**config.mk**
```make
export PLATFORM = sky130hd
export DESIGN_NAME = fp_divider
export DESIGN_NICKNAME = d
export VERILOG_FILES = /design/src/rtl/fp_pkg.sv /design/src/rtl/fp_classify.sv /design/src/rtl/fp_divider.sv
export SDC_FILE = /design/constraint.sdc
export NUM_CORES = 1
export LEC_CHECK = 0
export CORE_MARGIN = 5
export CORE_UTILIZATION = 35
export CTS_CLUSTER_SIZE = 40
export DETAILED_ROUTE_END_ITERATION = 10
export HOLD_SLACK_MARGIN = 0.1
export PLACE_DENSITY = 0.67
export SLEW_MARGIN = 20
export SYNTH_ARGS = -nofsm -noshare
export SYNTH_HDL_FRONTEND = slang
export SYNTH_SLANG_ARGS = --single-unit
```
**constraint.sdc**
```tcl
create_clock -name clk -period 3.3 [get_ports clk]
set_input_delay 0.66 -clock clk [delete_from_list [all_inputs] [get_ports clk]]
set_output_delay 0.66 -clock clk [all_outputs]
set_load 0.1 [all_outputs]
```
**src/rtl/fp_pkg.sv**
```systemverilog
// Shared floating-point package: FSM state, operand classes, exception flag
// bundle and constant-word helpers parameterised by exponent/mantissa width.
// Intended to be shared by the FP divider and the FP multiplier.
package fp_pkg;

    typedef enum logic [1:0] {
        IDLE = 2'd0,
        DIV  = 2'd1,
        NORM = 2'd2,
        DONE = 2'd3
    } state_t;

    typedef enum logic [1:0] {
        FP_ZERO = 2'd0,
        FP_NORM = 2'd1,
        FP_INF  = 2'd2,
        FP_NAN  = 2'd3
    } fp_class_t;

    typedef struct packed {
        logic zero;
        logic underflow;
        logic overflow;
        logic nan;
    } fp_flags_t;

    // Exponent field all ones, sign and mantissa clear (infinity magnitude).
    function automatic logic [63:0] exp_ones_word(input int unsigned e, input int unsigned m);
        return ((64'd1 << e) - 64'd1) << m;
    endfunction

    // Quiet NaN: positive, exponent all ones, mantissa MSB set.
    function automatic logic [63:0] qnan_word(input int unsigned e, input int unsigned m);
        return exp_ones_word(e, m) | (64'd1 << (m - 1));
    endfunction

endpackage

```
**src/rtl/fp_classify.sv**
```systemverilog
// Operand classifier (combinational).
// Ports:
//   mag        in   E+M  operand without its sign bit {exp, man}
//   op_class_c out  2    zero (denormals flushed), normal, infinity or NaN
module fp_classify import fp_pkg::*; #(
    parameter int unsigned E = 8,
    parameter int unsigned M = 23
) (
    input  logic [E+M-1:0] mag,
    output fp_class_t      op_class_c
);

    logic [E-1:0] ex;
    logic [M-1:0] mn;

    assign ex = mag[E+M-1:M];
    assign mn = mag[M-1:0];

    always_comb begin
        op_class_c = FP_NORM;
        if (ex == '0) begin
            op_class_c = FP_ZERO;
        end else if (ex == '1) begin
            op_class_c = (mn == '0) ? FP_INF : FP_NAN;
        end
    end

endmodule

```
**src/rtl/fp_divider.sv**
```systemverilog
// Iterative floating-point divider, result = X / Y, restoring division one
// quotient bit per clock. Truncating by default; defining FP_DIV_ROUND_EN
// adds a guard iteration and round-to-nearest-even.
// Ports:
//   clk, reset           clock, synchronous active-high reset
//   in_valid / in_ready  operand handshake (in_ready only in IDLE)
//   X, Y                 dividend, divisor {sign, exp, man}
//   out_valid/out_ready  result handshake; result held until accepted
//   result               quotient word
//   zero, underflow, overflow, nan  exception flags, valid with out_valid
module fp_divider import fp_pkg::*; #(
    parameter int unsigned E = 8,
    parameter int unsigned M = 23
) (
    input  logic         clk,
    input  logic         reset,
    input  logic         in_valid,
    output logic         in_ready,
    input  logic [E+M:0] X,
    input  logic [E+M:0] Y,
    output logic         out_valid,
    input  logic         out_ready,
    output logic [E+M:0] result,
    output logic         zero,
    output logic         underflow,
    output logic         overflow,
    output logic         nan
);

    localparam int unsigned BITS = 1 + M + E;
    localparam int unsigned EB   = (1 << (E - 1)) - 1;
    localparam int unsigned EW   = E + 2;
`ifdef FP_DIV_ROUND_EN
    localparam int unsigned ITERS = M + 3;
`else
    localparam int unsigned ITERS = M + 2;
`endif
    localparam int unsigned CW = $clog2(ITERS + 1);

    localparam logic [BITS-1:0]      QNAN      = BITS'(qnan_word(E, M));
    localparam logic [BITS-1:0]      EXP_ONES  = BITS'(exp_ones_word(E, M));
    localparam logic signed [EW-1:0] EXP_ZERO  = '0;
    localparam logic signed [EW-1:0] EXP_ONE   = EW'(1);
    localparam logic signed [EW-1:0] EXP_MAX   = EW'((1 << E) - 1);

    fp_class_t x_cls, y_cls;

    fp_classify #(.E(E), .M(M)) u_class_x (.mag(X[BITS-2:0]), .op_class_c(x_cls));
    fp_classify #(.E(E), .M(M)) u_class_y (.mag(Y[BITS-2:0]), .op_class_c(y_cls));

    state_t                state;
    logic [M+1:0]          rem;
    logic [M:0]            ym;
    logic [ITERS-1:0]      q;
    logic [CW-1:0]         cnt;
    logic signed [EW-1:0]  e_q;
    logic                  sgn;

    logic                  sign_in;
    logic                  spec_hit_c;
    logic [BITS-1:0]       spec_res_c;
    fp_flags_t             spec_flags_c;

    logic                  ge_c;
    logic [M+1:0]          trial_c;

    logic [M-1:0]          man_c;
    logic signed [EW-1:0]  exp_c;
    logic [BITS-1:0]       norm_res_c;
    fp_flags_t             norm_flags_c;
`ifdef FP_DIV_ROUND_EN
    logic                  guard_c;
    logic                  sticky_c;
    logic                  carry_c;
`endif

    assign sign_in = X[BITS-1] ^ Y[BITS-1];

    // Special operands resolve at accept, in priority order NaN, overflow, zero.
    always_comb begin
        spec_hit_c   = 1'b1;
        spec_res_c   = '0;
        spec_flags_c = '0;
        if (x_cls == FP_NAN || y_cls == FP_NAN ||
            (x_cls == FP_ZERO && y_cls == FP_ZERO) ||
            (x_cls == FP_INF && y_cls == FP_INF)) begin
            spec_flags_c.nan = 1'b1;
            spec_res_c       = QNAN;
        end else if (x_cls == FP_INF || y_cls == FP_ZERO) begin
            spec_flags_c.overflow = 1'b1;
            spec_res_c            = {sign_in, {(BITS-1){1'b0}}} | EXP_ONES;
        end else if (x_cls == FP_ZERO || y_cls == FP_INF) begin
            spec_flags_c.zero = 1'b1;
            spec_res_c        = {sign_in, {(BITS-1){1'b0}}};
        end else begin
            spec_hit_c = 1'b0;
        end
    end

    // One restoring-division step: subtract divisor when it fits.
    assign ge_c    = (rem >= {1'b0, ym});
    assign trial_c = ge_c ? (rem - {1'b0, ym}) : rem;

    // Normalise the quotient, optionally round, then range-check the exponent.
    always_comb begin
        man_c        = '0;
        exp_c        = e_q;
        norm_res_c   = '0;
        norm_flags_c = '0;
        if (q[ITERS-1]) begin
            man_c = q[ITERS-2 -: M];
        end else begin
            man_c = q[ITERS-3 -: M];
            exp_c = e_q - EXP_ONE;
        end
`ifdef FP_DIV_ROUND_EN
        guard_c  = 1'b0;
        sticky_c = 1'b0;
        carry_c  = 1'b0;
        if (q[ITERS-1]) begin
            guard_c  = q[1];
            sticky_c = q[0] | (|rem);
        end else begin
            guard_c  = q[0];
            sticky_c = |rem;
        end
        {carry_c, man_c} = {1'b0, man_c} + (M+1)'(guard_c & (sticky_c | man_c[0]));
        if (carry_c) begin
            exp_c = exp_c + EXP_ONE;
        end
`endif
        if (exp_c <= EXP_ZERO) begin
            norm_flags_c.underflow = 1'b1;
            norm_flags_c.zero      = 1'b1;
            norm_res_c             = {sgn, {(BITS-1){1'b0}}};
        end else if (exp_c >= EXP_MAX) begin
            norm_flags_c.overflow = 1'b1;
            norm_res_c            = {sgn, {(BITS-1){1'b0}}} | EXP_ONES;
        end else begin
            norm_res_c = {sgn, exp_c[E-1:0], man_c};
        end
    end

    // Control FSM and datapath registers.
    always_ff @(posedge clk) begin
        if (reset) begin
            state     <= IDLE;
            in_ready  <= 1'b1;
            out_valid <= 1'b0;
            result    <= '0;
            zero      <= 1'b0;
            underflow <= 1'b0;
            overflow  <= 1'b0;
            nan       <= 1'b0;
            rem       <= '0;
            ym        <= '0;
            q         <= '0;
            cnt       <= '0;
            e_q       <= '0;
            sgn       <= 1'b0;
        end else begin
            case (state)
                IDLE: begin
                    if (in_valid && in_ready) begin
                        in_ready <= 1'b0;
                        sgn      <= sign_in;
                        e_q      <= EW'(X[BITS-2:M]) - EW'(Y[BITS-2:M]) + EW'(EB);
                        rem      <= {1'b0, 1'b1, X[M-1:0]};
                        ym       <= {1'b1, Y[M-1:0]};
                        q        <= '0;
                        cnt      <= '0;
                        if (spec_hit_c) begin
                            result    <= spec_res_c;
                            zero      <= spec_flags_c.zero;
                            underflow <= spec_flags_c.underflow;
                            overflow  <= spec_flags_c.overflow;
                            nan       <= spec_flags_c.nan;
                            out_valid <= 1'b1;
                            state     <= DONE;
                        end else begin
                            state <= DIV;
                        end
                    end
                end
                DIV: begin
                    q   <= {q[ITERS-2:0], ge_c};
                    rem <= trial_c << 1;
                    cnt <= cnt + CW'(1);
                    if (cnt == CW'(ITERS - 1)) begin
                        state <= NORM;
                    end
                end
                NORM: begin
                    result    <= norm_res_c;
                    zero      <= norm_flags_c.zero;
                    underflow <= norm_flags_c.underflow;
                    overflow  <= norm_flags_c.overflow;
                    nan       <= norm_flags_c.nan;
                    out_valid <= 1'b1;
                    state     <= DONE;
                end
                DONE: begin
                    if (out_ready) begin
                        out_valid <= 1'b0;
                        result    <= '0;
                        zero      <= 1'b0;
                        underflow <= 1'b0;
                        overflow  <= 1'b0;
                        nan       <= 1'b0;
                        in_ready  <= 1'b1;
                        state     <= IDLE;
                    end
                end
                default: state <= IDLE;
            endcase
        end
    end

endmodule

```
# After elaboration in Yosys (flattened, before gate mapping)
# Index checks and enable logic that the tools add are counted.
# word_totals
regBits	130
inputBits	68
out_inout_bits	38
wordCells	119
# classes
addsub	5
n_lt_le_gt_ge	3
n_eq_ne	14
mux	59
bitwise_logic	1
n_reduce_logical	23
# ops
cell	count
$mux W32	6
$pmux W25 S2	2
$pmux W32 S3	1
$mux W31	2
$mux W25	2
$logic_not A23 Y1	2
$ge A25 B24 Y1	1
$mux W1	25
$mux W24	1
$sub A24 B24 Y24	1
$mux W23	1
$mux W2	9
$eq A8 B8 Y1 const B	2
$logic_not A8 Y1	2
$pmux W1 S3	5
$eq A2 B2 Y1 const B	6
$add A9 B8 Y10 const B	1
$ge A10 B9 Y1 const B	1
$le A10 B1 Y1 const B	1
$mux W10	1
$pmux W5 S2	1
$sub A10 B2 Y10 const B	1
$sub A8 B8 Y9	1
$ne A2 B2 Y1 const B	4
other kinds (15)	26

# Depth between registers and ports, before layout
# Gate-level depths: netlist of run 1.
# depth
ltp_word	12
ltp_mapped	12
ltp_nobuf	12

# Hierarchy
# Synthesis of run 1 repeated with hierarchy kept, for this count alone.
# hier_totals
hier_cells	1018
hier_area_um2	8260.4
# by_module_without_submodules
mod	instances	cells_per_inst	area_each_um2	seq_area_each_um2
fp_divider	1	990	8067.7	2602.5
fp_classify	2	14	96.3	0.0

# Worst setup path before layout of run 1
# Ideal clock, no wire load.
# synth_path
path_type	input to register
startpoint	input port X[23]
endpoint	register e_q[9]
setup_time_ns	0.070
arrival_time_ns	2.838
required_ns	3.230
path_slack_ns	0.391
path_stages	11
path_buffers	0
cell_sequence	inv_1 -> ha_1 -> inv_1 -> fa_1 -> a21o_1 -> a21oi_1 -> nand2b_1 -> a211oi_1 -> or4b_1 -> a211o_1 -> a21oi_1
# synth_between
elab_chain_cells	2
# synth_rtl
item	line_no	rtl
start, declared	fp_divider.sv:19	input logic [E+M:0] X,
$sub A8 B8 Y9	fp_divider.sv:167	e_q <= EW'(X[BITS-2:M]) - EW'(Y[BITS-2:M]) + EW'(EB);
$add A9 B8 Y10	fp_divider.sv:167	
end signal, assigned	fp_divider.sv:167	
end, declared	fp_divider.sv:56	logic signed [EW-1:0] e_q;
# Every way passes these cells.
# A chain may end at the register's enable or synchronous reset.

# Worst setup path in the final report of run 1
# Same ends and word-level chain as after synthesis.

==> results of run 1 <==
==> state kept, by name, indices dropped and copies added (netlist names) <==
name,flops
in_ready,1
result,32
sgn,1
overflow,1
zero,1
cnt,5
rem,25
ym,24
e_q,10
underflow,1
state,2
q,25
nan,1
out_valid,1
==> worst max-delay path by stage <==
stage	cells after the start	endpoint	slack (ns)	start
6_report	12	e_q[9]$_SDFFE_PP0P_	0.26	X[23]
5_1_grt	12	e_q[9]$_SDFFE_PP0P_	0.06	X[23]
4_1_cts	12	e_q[9]$_SDFFE_PP0P_	0.27	X[23]
3_5_place_dp	12	e_q[9]$_SDFFE_PP0P_	-0.17	X[23]
3_3_place_gp	12	e_q[9]$_SDFFE_PP0P_	-0.14	X[23]
2_1_floorplan	11	e_q[9]$_SDFFE_PP0P_	0.39	X[23]
==> power groups by stage <==
| stage | clock network [mW] | logic [mW] | registers (mW) |
|---|---|---|---|
| floorplan | 0 | 4.09 | 2.67 |
| detailed placement | 0 | 6.46 | 2.22 |
| global route | 2.03 | 7.17 | 2.24 |
| CTS | 1.96 | 6.50 | 2.19 |
| finish | 1.93 | 6.52 | 2.20 |
| global placement | 0 | 6.43 | 2.21 |
==> layer usage <==
metal  share of wire [%]  track usage [%]
met1                  45             21.9
met2                  47             27.2
met3                 5.3             3.51
met4                 2.3             6.18
met5                   0                0
==> kinds of logic (layout without fill, tap and decap cells) <==
kind of cell	count (synthesis)	in the layout	share of synthesized area, %
flip-flops	130	130	33.0
AND/OR/NAND/NOR	352	352	21.4
buffers and inverters	113	240	6.09
XOR/XNOR	40	40	4.44
adder cells (fa/ha/maj)	43	43	7.01
multiplexers	28	28	3.57
AO/OA/AOI/OAI	290	290	24.5
==> worst max-delay path, cell delays in order <==
cell and delay, ns:
clkdlybuf4s50_1 0.43, inv_1 0.07, ha_1 0.16, inv_1 0.05, fa_1 0.38, a21o_1 0.19, a21oi_1 0.22, nand2b_1 0.16
a211oi_1 0.08, or4b_1 0.55, a211o_1 0.32, a21oi_1 0.13
==> cell usage in the layout, fill, tap and decap left out, types with 19 or more instances in the layout <==
master / Yosys / layout
o21ai_0: 51 / 51
nand3_1: 19 / 19
ha_1: 41 / 41
dfxtp_1: 130 / 129
o21ai_2: 21 / 21
clkdlybuf4s50_1: 0 / 66
inv_1: 52 / 52
a22oi_1: 29 / 29
nor2_1: 99 / 98
xnor2_1: 21 / 21
a21oi_1: 79 / 77
mux2i_1: 27 / 27
a211oi_1: 35 / 35
nand2_1: 122 / 122
xor2_1: 19 / 19
buf_4: 1 / 86
==> area by class of cell <==
cell class	count	area [µm²]	share of cell area [%]
Multi-Input combinational cell	753	4820	48.5
Sequential cell	130	2600	26.2
Timing Repair Buffer	155	1350	13.6
Clock buffer	18	429	4.32
Tap cell	285	357	3.59
Inverter	53	199	2.00
Clock inverter	14	170	1.71
==> through the flow <==
stage / cell area [µm²] / hold slack (ns) / power, mW / setup slack, ns
5_1_grt: 9930 / 0.475 / 11.4 / 0.0580
3_3_place_gp: 9330 / 0.441 / 8.64 / -0.141
4_1_cts: 9930 / 0.458 / 10.7 / 0.275
3_5_place_dp: 9330 / 0.442 / 8.68 / -0.167
2_1_floorplan: 7890 / 0.435 / 6.76 / 0.391
6_report: 9930 / 0.454 / 10.7 / 0.263
==> results.cfg, run 1 <==
[worst_setup_path]
r2r_setup_slack_ns = 0.27
cp.arrival_ns = 3.39
r2r_start = ym[15]$_SDFFE_PP0P_
start_kind = input port
end_kind = flop
critPathKind = input port to flop
r2r-end = rem[23]$_SDFFE_PP0P_
cp.required_ns = 3.65
worst-r2r-cell-count = 13
crit_fanout = 3

[die]
fp.coreArea_um2 = 22400
ioPinCount = 106
die_w_um = 160
die_h_um = 160
die_area_um2 = 25700
std_cell_rows = 55
initial_utilization_pct = 35.2

[power_and_ir_drop]
pwr-share-clk_pct = 18.2
p_int_mw = 5.63
ir_worst_vdd_mv = 0.529
cellPowerDensity_nw_per_um2 = 1070
power_switching_mw = 5.03
p_leak_nw = 3.80
swShare_pct = 47.2
pwr-share-seq_pct = 20.6
pwr-share-comb_pct = 61.2

[synthesis]
synthTopCellsByCount = 130 x dfxtp_1, 122 x nand2_1, 99 x nor2_1
syn-num-nets = 1107
yosys.area.top_type = dfxtp_1
post_synth.cell_area_avg_um2 = 7.93
ys.flop_type = dfxtp_1
synth_area_um2 = 7890
synth_top_cell_area_share_pct = 33.0
ys_ff_latch = 130
synth.most_common_cell = dfxtp_1
async_reset_ff_share_pct = 0
ys_seq_area_share_pct = 33.0
netlist_instances = 996
synth_warnings = 0
synth_area_leaders = dfxtp_1 33%, ha_1 6.5%, nand2_1 5.8%
yosysUniqueCellTypes = 74
synth_edf_count = 0

[sta]
rsz0062_at_grt = no
worst_pin_slew_ns = 0.697
final_max_slew_viol_count = 0
timing.final.crit_period_ns = 3.04
max_freq_ghz = 0.329
finalSetupTns_ns = 0
post-route-period-util_pct = 92.0
fin_skew_ns = 0.00790
setup_viol = 0
hold_viol = 0
slew_headroom_pct = 53.5

[detailed_routing]
drt_iter0_drc = 750
drt-pass1-iter-count = 5
num_vias = 7514
drc = 0
viasPerCell = 5.34
drt.antenna.violating_nets = 0
wl_um = 21700
wl_per_cell_um = 15.4

[clock_tree]
clock-sinks = 130
htree_levels = 4
cts_buffers = 17
cts-resized-gates = 0
clk_path_buf_depth = 2
clkTransAtPathRegs_ns = 0.06
post_cts_buffers = 0
cts_root_buf = clkbuf_16
cts_tree = built
clkLatencyLatePin_ns = 0.42
holdBufCountCts = 0

[grt]
grt_pass1_wl_um = 35800
grt_pass1_vias = 7113
grt_max_degree = 47
antenna_found_initial = 0
grt_usage_pct = 16.7
grt_overflow = 0

[finish]
utilization_pct = 44.3
fin_cells = 1408
antennaDiodeCount = 0
syn2layout_area_growth_pct = 25.8
nets = 1221
nFillCells = 2259
layout-drive-gt1-share_pct = 14.7

[outcome]
outcome = finished, final reports clean

[worst_hold_path]
hp-start = result[4]$_SDFFE_PP0P_
hold_depth = 2
hold_end = result[4]$_SDFFE_PP0P_
hold_path.class = flop to flop

[place]
port-buffer-count = 105
dpl.cell_count = 1376
place_congestion = 0.891
dpl.hpwl_um = 16400

[flow_run]
drv_cap = 0
(Power assumes the default switching activity.)
==> run 2: changes to the inputs <==
--- a/config.mk
+++ b/config.mk
@@ -5,12 +5,14 @@
 export SDC_FILE = /design/constraint.sdc
 export NUM_CORES = 1
 export LEC_CHECK = 0
+export CELL_PAD_IN_SITES_DETAIL_PLACEMENT = 1
+export CELL_PAD_IN_SITES_GLOBAL_PLACEMENT = 1
 export CORE_MARGIN = 5
 export CORE_UTILIZATION = 35
 export CTS_CLUSTER_SIZE = 40
 export DETAILED_ROUTE_END_ITERATION = 10
 export HOLD_SLACK_MARGIN = 0.1
-export PLACE_DENSITY = 0.67
+export PLACE_DENSITY = 0.82
 export SLEW_MARGIN = 20
 export SYNTH_ARGS = -nofsm -noshare
 export SYNTH_HDL_FRONTEND = slang
==> run 2 against run 1 <==
Net effect:
- register-to-register slack about the same
- fmax decreased by 0.38%
- non-clock buffer count decreased by 4
- sequential share of layout area about the same
- design area decreased by 0.19%
- setup slack got worse by 0.012 ns
==> results.cfg, run 2 (synthesis results as in run 1) <==
[outcome]
outcome = finished, final reports clean

[place]
place_congestion = 0.920
dp_slack_ns = -0.210
port-buffer-count = 105
dpl.hpwl_um = 18600

[grt]
grt_overflow = 0
grt_pass1_wl_um = 42300
antenna_found_initial = 0
grt_max_degree = 44
grt_pass1_vias = 8320
grt_usage_pct = 19.8

[sta]
max_freq_ghz = 0.328
slew_headroom_pct = 27.9
finalSetupTns_ns = 0
worst_pin_slew_ns = 1.08
fin_ws_ns = 0.252
setup_viol = 0
hold_viol = 0
rsz0062_at_grt = no
timing.final.crit_period_ns = 3.05
final_max_slew_viol_count = 0
post-route-period-util_pct = 92.4
fin_skew_ns = 0.00886

[finish]
largest_register_ffs = 32
final_common_cell = dfxtp_1
nets = 1217
syn2layout_area_growth_pct = 25.6
layout_common_cells = 129 x dfxtp_1, 122 x nand2_1, 99 x nor2_1, 82 x buf_4, 77 x a21oi_1
largest_register = result
utilization_pct = 44.2
top_regs = result: 32 flops, q: 25 flops, rem: 25 flops
antennaDiodeCount = 0
layout-drive-gt1-share_pct = 14.4

[detailed_routing]
num_vias = 7810
drt-pass1-iter-count = 5
drc = 0
wl_um = 25400
viasPerCell = 5.56
drt_iter0_drc = 553
wl_per_cell_um = 18.1
drt.antenna.violating_nets = 0

[clock_tree]
cts_tree = built
clk_path_buf_depth = 2
post_cts_buffers = 0
holdBufCountCts = 0
cts_root_buf = clkbuf_16
clkLatencyLatePin_ns = 0.43
htree_levels = 4
clock-sinks = 130
cts-resized-gates = 0
clkTransAtPathRegs_ns = 0.07
cts_buffers = 17

[worst_hold_path]
hold_path.class = flop to flop

[power_and_ir_drop]
ir_worst_vdd_mv = 0.405
p_leak_nw = 3.78
cellPowerDensity_nw_per_um2 = 1090

[worst_setup_path]
start_kind = input port
cp.required_ns = 3.66
cp.arrival_ns = 3.41
end_kind = flop
crit_fanout = 2
critPathKind = input port to flop
r2r_setup_slack_ns = 0.28

[die]
die_area_um2 = 25700
std_cell_rows = 55
ioPinCount = 106
fp.coreArea_um2 = 22400
die_h_um = 160
die_w_um = 160
initial_utilization_pct = 35.2

[flow_run]
drv_cap = 0
run 2: power by group:
group | internal, mW | switching [mW] | total [mW]
logic | 2.50 | 4.18 | 6.68
registers | 1.90 | 0.308 | 2.20
clock network | 1.09 | 0.870 | 1.96
total | 5.49 | 5.35 | 10.8
run 2: worst max-delay path, stage by stage:
cell and delay (ns):
clkdlybuf4s50_1 0.42, inv_1 0.07, ha_1 0.17, inv_1 0.07, fa_1 0.38, a21o_1 0.19
a21oi_1 0.21, nand2b_1 0.16, a211oi_1 0.09, or4b_1 0.55, a211o_1 0.31, a21oi_1 0.13
run 2: stage by stage:
stage	cell area [µm²]	std cells	hold slack, ns	total power [mW]
5_1_grt	9910	1404	0.478	11.6
2_1_floorplan	7890	996	0.435	6.76
3_5_place_dp	9300	1372	0.447	8.74
4_1_cts	9910	1404	0.456	10.8
3_3_place_gp	9300	1372	0.441	8.59
6_report	9910	1404	0.453	10.8
run 2: metal layers:
| layer | up-vias | GRT usage (%) | routed length, µm | part of all wire (%) |
|---|---|---|---|---|
| met3 | 43 | 4.05 | 1340 | 5.3 |
| met1 | 3791 | 24.0 | 11000 | 43 |
| met2 | 190 | 34.9 | 12500 | 49 |
| met5 | - | 0 | 0 | 0 |
| li1 | 3786 | - | - | - |
| met4 | 0 | 6.61 | 561 | 2.2 |
run 2: area by class of cell:
class	count	area (µm²)
well taps	285	357
clock inverters	15	188
multi-input cells	753	4820
inverters	53	199
repair buffers	151	1320
flip-flops and latches	130	2600
clock buffers	17	425
fillers	2693	12500
run 2: final timing paths:
path,startpoint,to,cells after the start
setup / recovery,X[23],e_q[9]$_SDFFE_PP0P_,12
hold / removal,ym[10]$_SDFFE_PP0P_,ym[10]$_SDFFE_PP0P_,2
setup reg to reg,ym[12]$_SDFFE_PP0P_,rem[22]$_SDFFE_PP0P_,12
hold reg to reg,ym[10]$_SDFFE_PP0P_,ym[10]$_SDFFE_PP0P_,2
==> run 3: changes to the inputs <==
--- a/config.mk
+++ b/config.mk
@@ -7,6 +7,7 @@
 export LEC_CHECK = 0
 export CELL_PAD_IN_SITES_DETAIL_PLACEMENT = 1
 export CELL_PAD_IN_SITES_GLOBAL_PLACEMENT = 1
+export CORE_ASPECT_RATIO = 2
 export CORE_MARGIN = 5
 export CORE_UTILIZATION = 35
 export CTS_CLUSTER_SIZE = 40
==> run 3 against run 2 <==
Net effect:
- critical path depth shrank 1
- sequential power grew 2%
- setup slack lost 0.079 ns
- register-to-register slack lost 0.05 ns
- via count shrank 0.60%
- cell count shrank 1.2%
- total power shrank 2.0%
- routed wire length shrank 1.7%
- design area shrank 0.88%
==> results.cfg, run 3 (synthesis results as in run 1) <==
[detailed_routing]
drt.antenna.violating_nets = 0
drt-pass1-iter-count = 4
wl_met2_um = 14200
wl_met3_um = 852
wl_um = 24900
drt_iter0_drc = 288
viasPerCell = 5.60
dr.max_layer_used = met4
num_vias = 7763
wl_met1_um = 8800
drc = 0
wl_per_cell_um = 18.0

[die]
ioPinCount = 106
fp.coreArea_um2 = 22200
die_w_um = 116
die_h_um = 222
die_area_um2 = 25800
initial_utilization_pct = 35.6
std_cell_rows = 77

[flow_run]
drv_cap = 0

[clock_tree]
cts_tree = built
post_cts_buffers = 0
clock-sinks = 130
htree_levels = 4
clk_path_buf_depth = 2
clkLatencyLatePin_ns = 0.44
cts_buffers = 17
cts_root_buf = clkbuf_16
clkTransAtPathRegs_ns = 0.06

[worst_hold_path]
hp-start = ym[15]$_SDFFE_PP0P_
hold_path.class = flop to flop
hold_end = ym[15]$_SDFFE_PP0P_
hold_depth = 2

[sta]
fin_skew_ns = 0.00736
rsz0062_at_grt = no
hold_viol = 0
setup_viol = 0
final_max_slew_viol_count = 0
max_freq_ghz = 0.320
timing.final.crit_period_ns = 3.13
post-route-period-util_pct = 94.8
worst_pin_slew_ns = 0.994
fin_ws_ns = 0.173
slew_headroom_pct = 33.5

[place]
dpl.hpwl_um = 19500
dp_slack_ns = -0.259
port-buffer-count = 105
dpl.cell_count = 1355
place_congestion = 0.909

[worst_setup_path]
end_kind = flop
r2r_start = rem[12]$_SDFFE_PP0P_
cpMaxStageDelayCell = or4b_1
worstPathCellList = clkdlybuf4s50_1 -> ha_1 -> inv_1 -> fa_1 -> a21o_1 -> a21oi_1 -> nand2b_1 -> a211oi_1 -> or4b_1 -> a211o_1 -> a21oi_1
r2r_setup_slack_ns = 0.23
cpPeakStageDelay_ns = 0.56
worst-r2r-cell-count = 11
cp.required_ns = 3.67
path_common_cell = a21oi_1
critPathKind = input port to flop
start_kind = input port
crit_fanout = 3
cp.arrival_ns = 3.50
r2r-end = rem[13]$_SDFFE_PP0P_
crit_buf_inv = 2
path_delay_family = compound AO/OA/AOI/OAI gates

[power_and_ir_drop]
cellPowerDensity_nw_per_um2 = 1080
ir_worst_vdd_mv = 0.504
p_leak_nw = 3.75

[grt]
grt_usage_pct = 19.8
grt_max_degree = 44
grt_pass1_wl_um = 40600
grt_overflow = 0
antenna_found_initial = 0
grt_pass1_vias = 8300

[finish]
largest_register = result
layout_common_cells = 129 x dfxtp_1, 122 x nand2_1, 99 x nor2_1, 77 x a21oi_1, 76 x buf_4
fin_cells = 1387
antennaDiodeCount = 0
largest_register_ffs = 32
syn2layout_area_growth_pct = 24.5
layout-drive-gt1-share_pct = 14.0
final_common_cell = dfxtp_1
nets = 1209
top_regs = result: 32 flops, q: 25 flops, rem: 25 flops

[outcome]
outcome = finished, final reports clean
## run 3: how the worst max path moves through the flow
stage / slack, ns / cells after the start / from / end
floorplan: 0.39 / 11 / X[23] / e_q[9]$_SDFFE_PP0P_
global placement: -0.19 / 11 / Y[23] / e_q[9]$_SDFFE_PP0P_
detailed placement: -0.26 / 11 / Y[23] / e_q[9]$_SDFFE_PP0P_
CTS: 0.20 / 11 / Y[23] / e_q[9]$_SDFFE_PP0P_
global route: 0.01 / 12 / X[23] / e_q[9]$_SDFFE_PP0P_
finish: 0.17 / 11 / Y[23] / e_q[9]$_SDFFE_PP0P_
## run 3: report_power, final
group          total, mW  internal [mW]  leakage (nW)  switching (mW)
clock network       1.99           1.15         0.305           0.835
registers           2.24           1.90          1.06           0.342
logic               6.40           2.33          2.39            4.07
## run 3: repair_timing
item / CTS / global route
gates resized for setup: 0 / 2
endpoints found under the setup margin: 0 / 3
hold buffers: 0 / 0
## run 3: worst register-to-register path: stages, from the launching register on
cell	delay, ns
dfxtp_1	0.43
ha_1	0.34
a21oi_1	0.29
o22ai_1	0.12
a311o_1	0.40
a211oi_1	0.25
a21oi_1	0.12
buf_4	0.19
nor2_1	0.24
buf_4	0.25
nand3_1	0.10
a311oi_1	0.26
## run 3: routing by layer
| metal | global-route usage [%] | up-vias |
|---|---|---|
| li1 | - | 3772 |
| met1 | 18.9 | 3756 |
| met2 | 38.7 | 170 |
| met3 | 3.43 | 65 |
| met4 | 10.2 | 0 |
| met5 | 0 | - |
## run 3: final cells by class
type / count / area (µm²)
Clock buffer: 17 / 425
Clock inverter: 15 / 185
Fill cell: 2696 / 12300
Inverter: 53 / 199
Multi-Input combinational cell: 753 / 4830
Sequential cell: 130 / 2600
Tap cell: 276 / 345
Timing Repair Buffer: 143 / 1240
## run 3: per-stage QoR
stage | utilization (%) | setup TNS (ns) | cell area [µm²] | hold slack, ns | total power, mW
global route | 44.3 | 0 | 9820 | 0.474 | 11.4
CTS | 44.3 | 0 | 9810 | 0.458 | 10.6
floorplan | - | 0 | 7890 | 0.435 | 6.76
global placement | 41.5 | -0.394 | 9200 | 0.440 | 8.48
finish | 44.3 | 0 | 9820 | 0.455 | 10.6
detailed placement | 41.5 | -1.94 | 9200 | 0.447 | 8.59
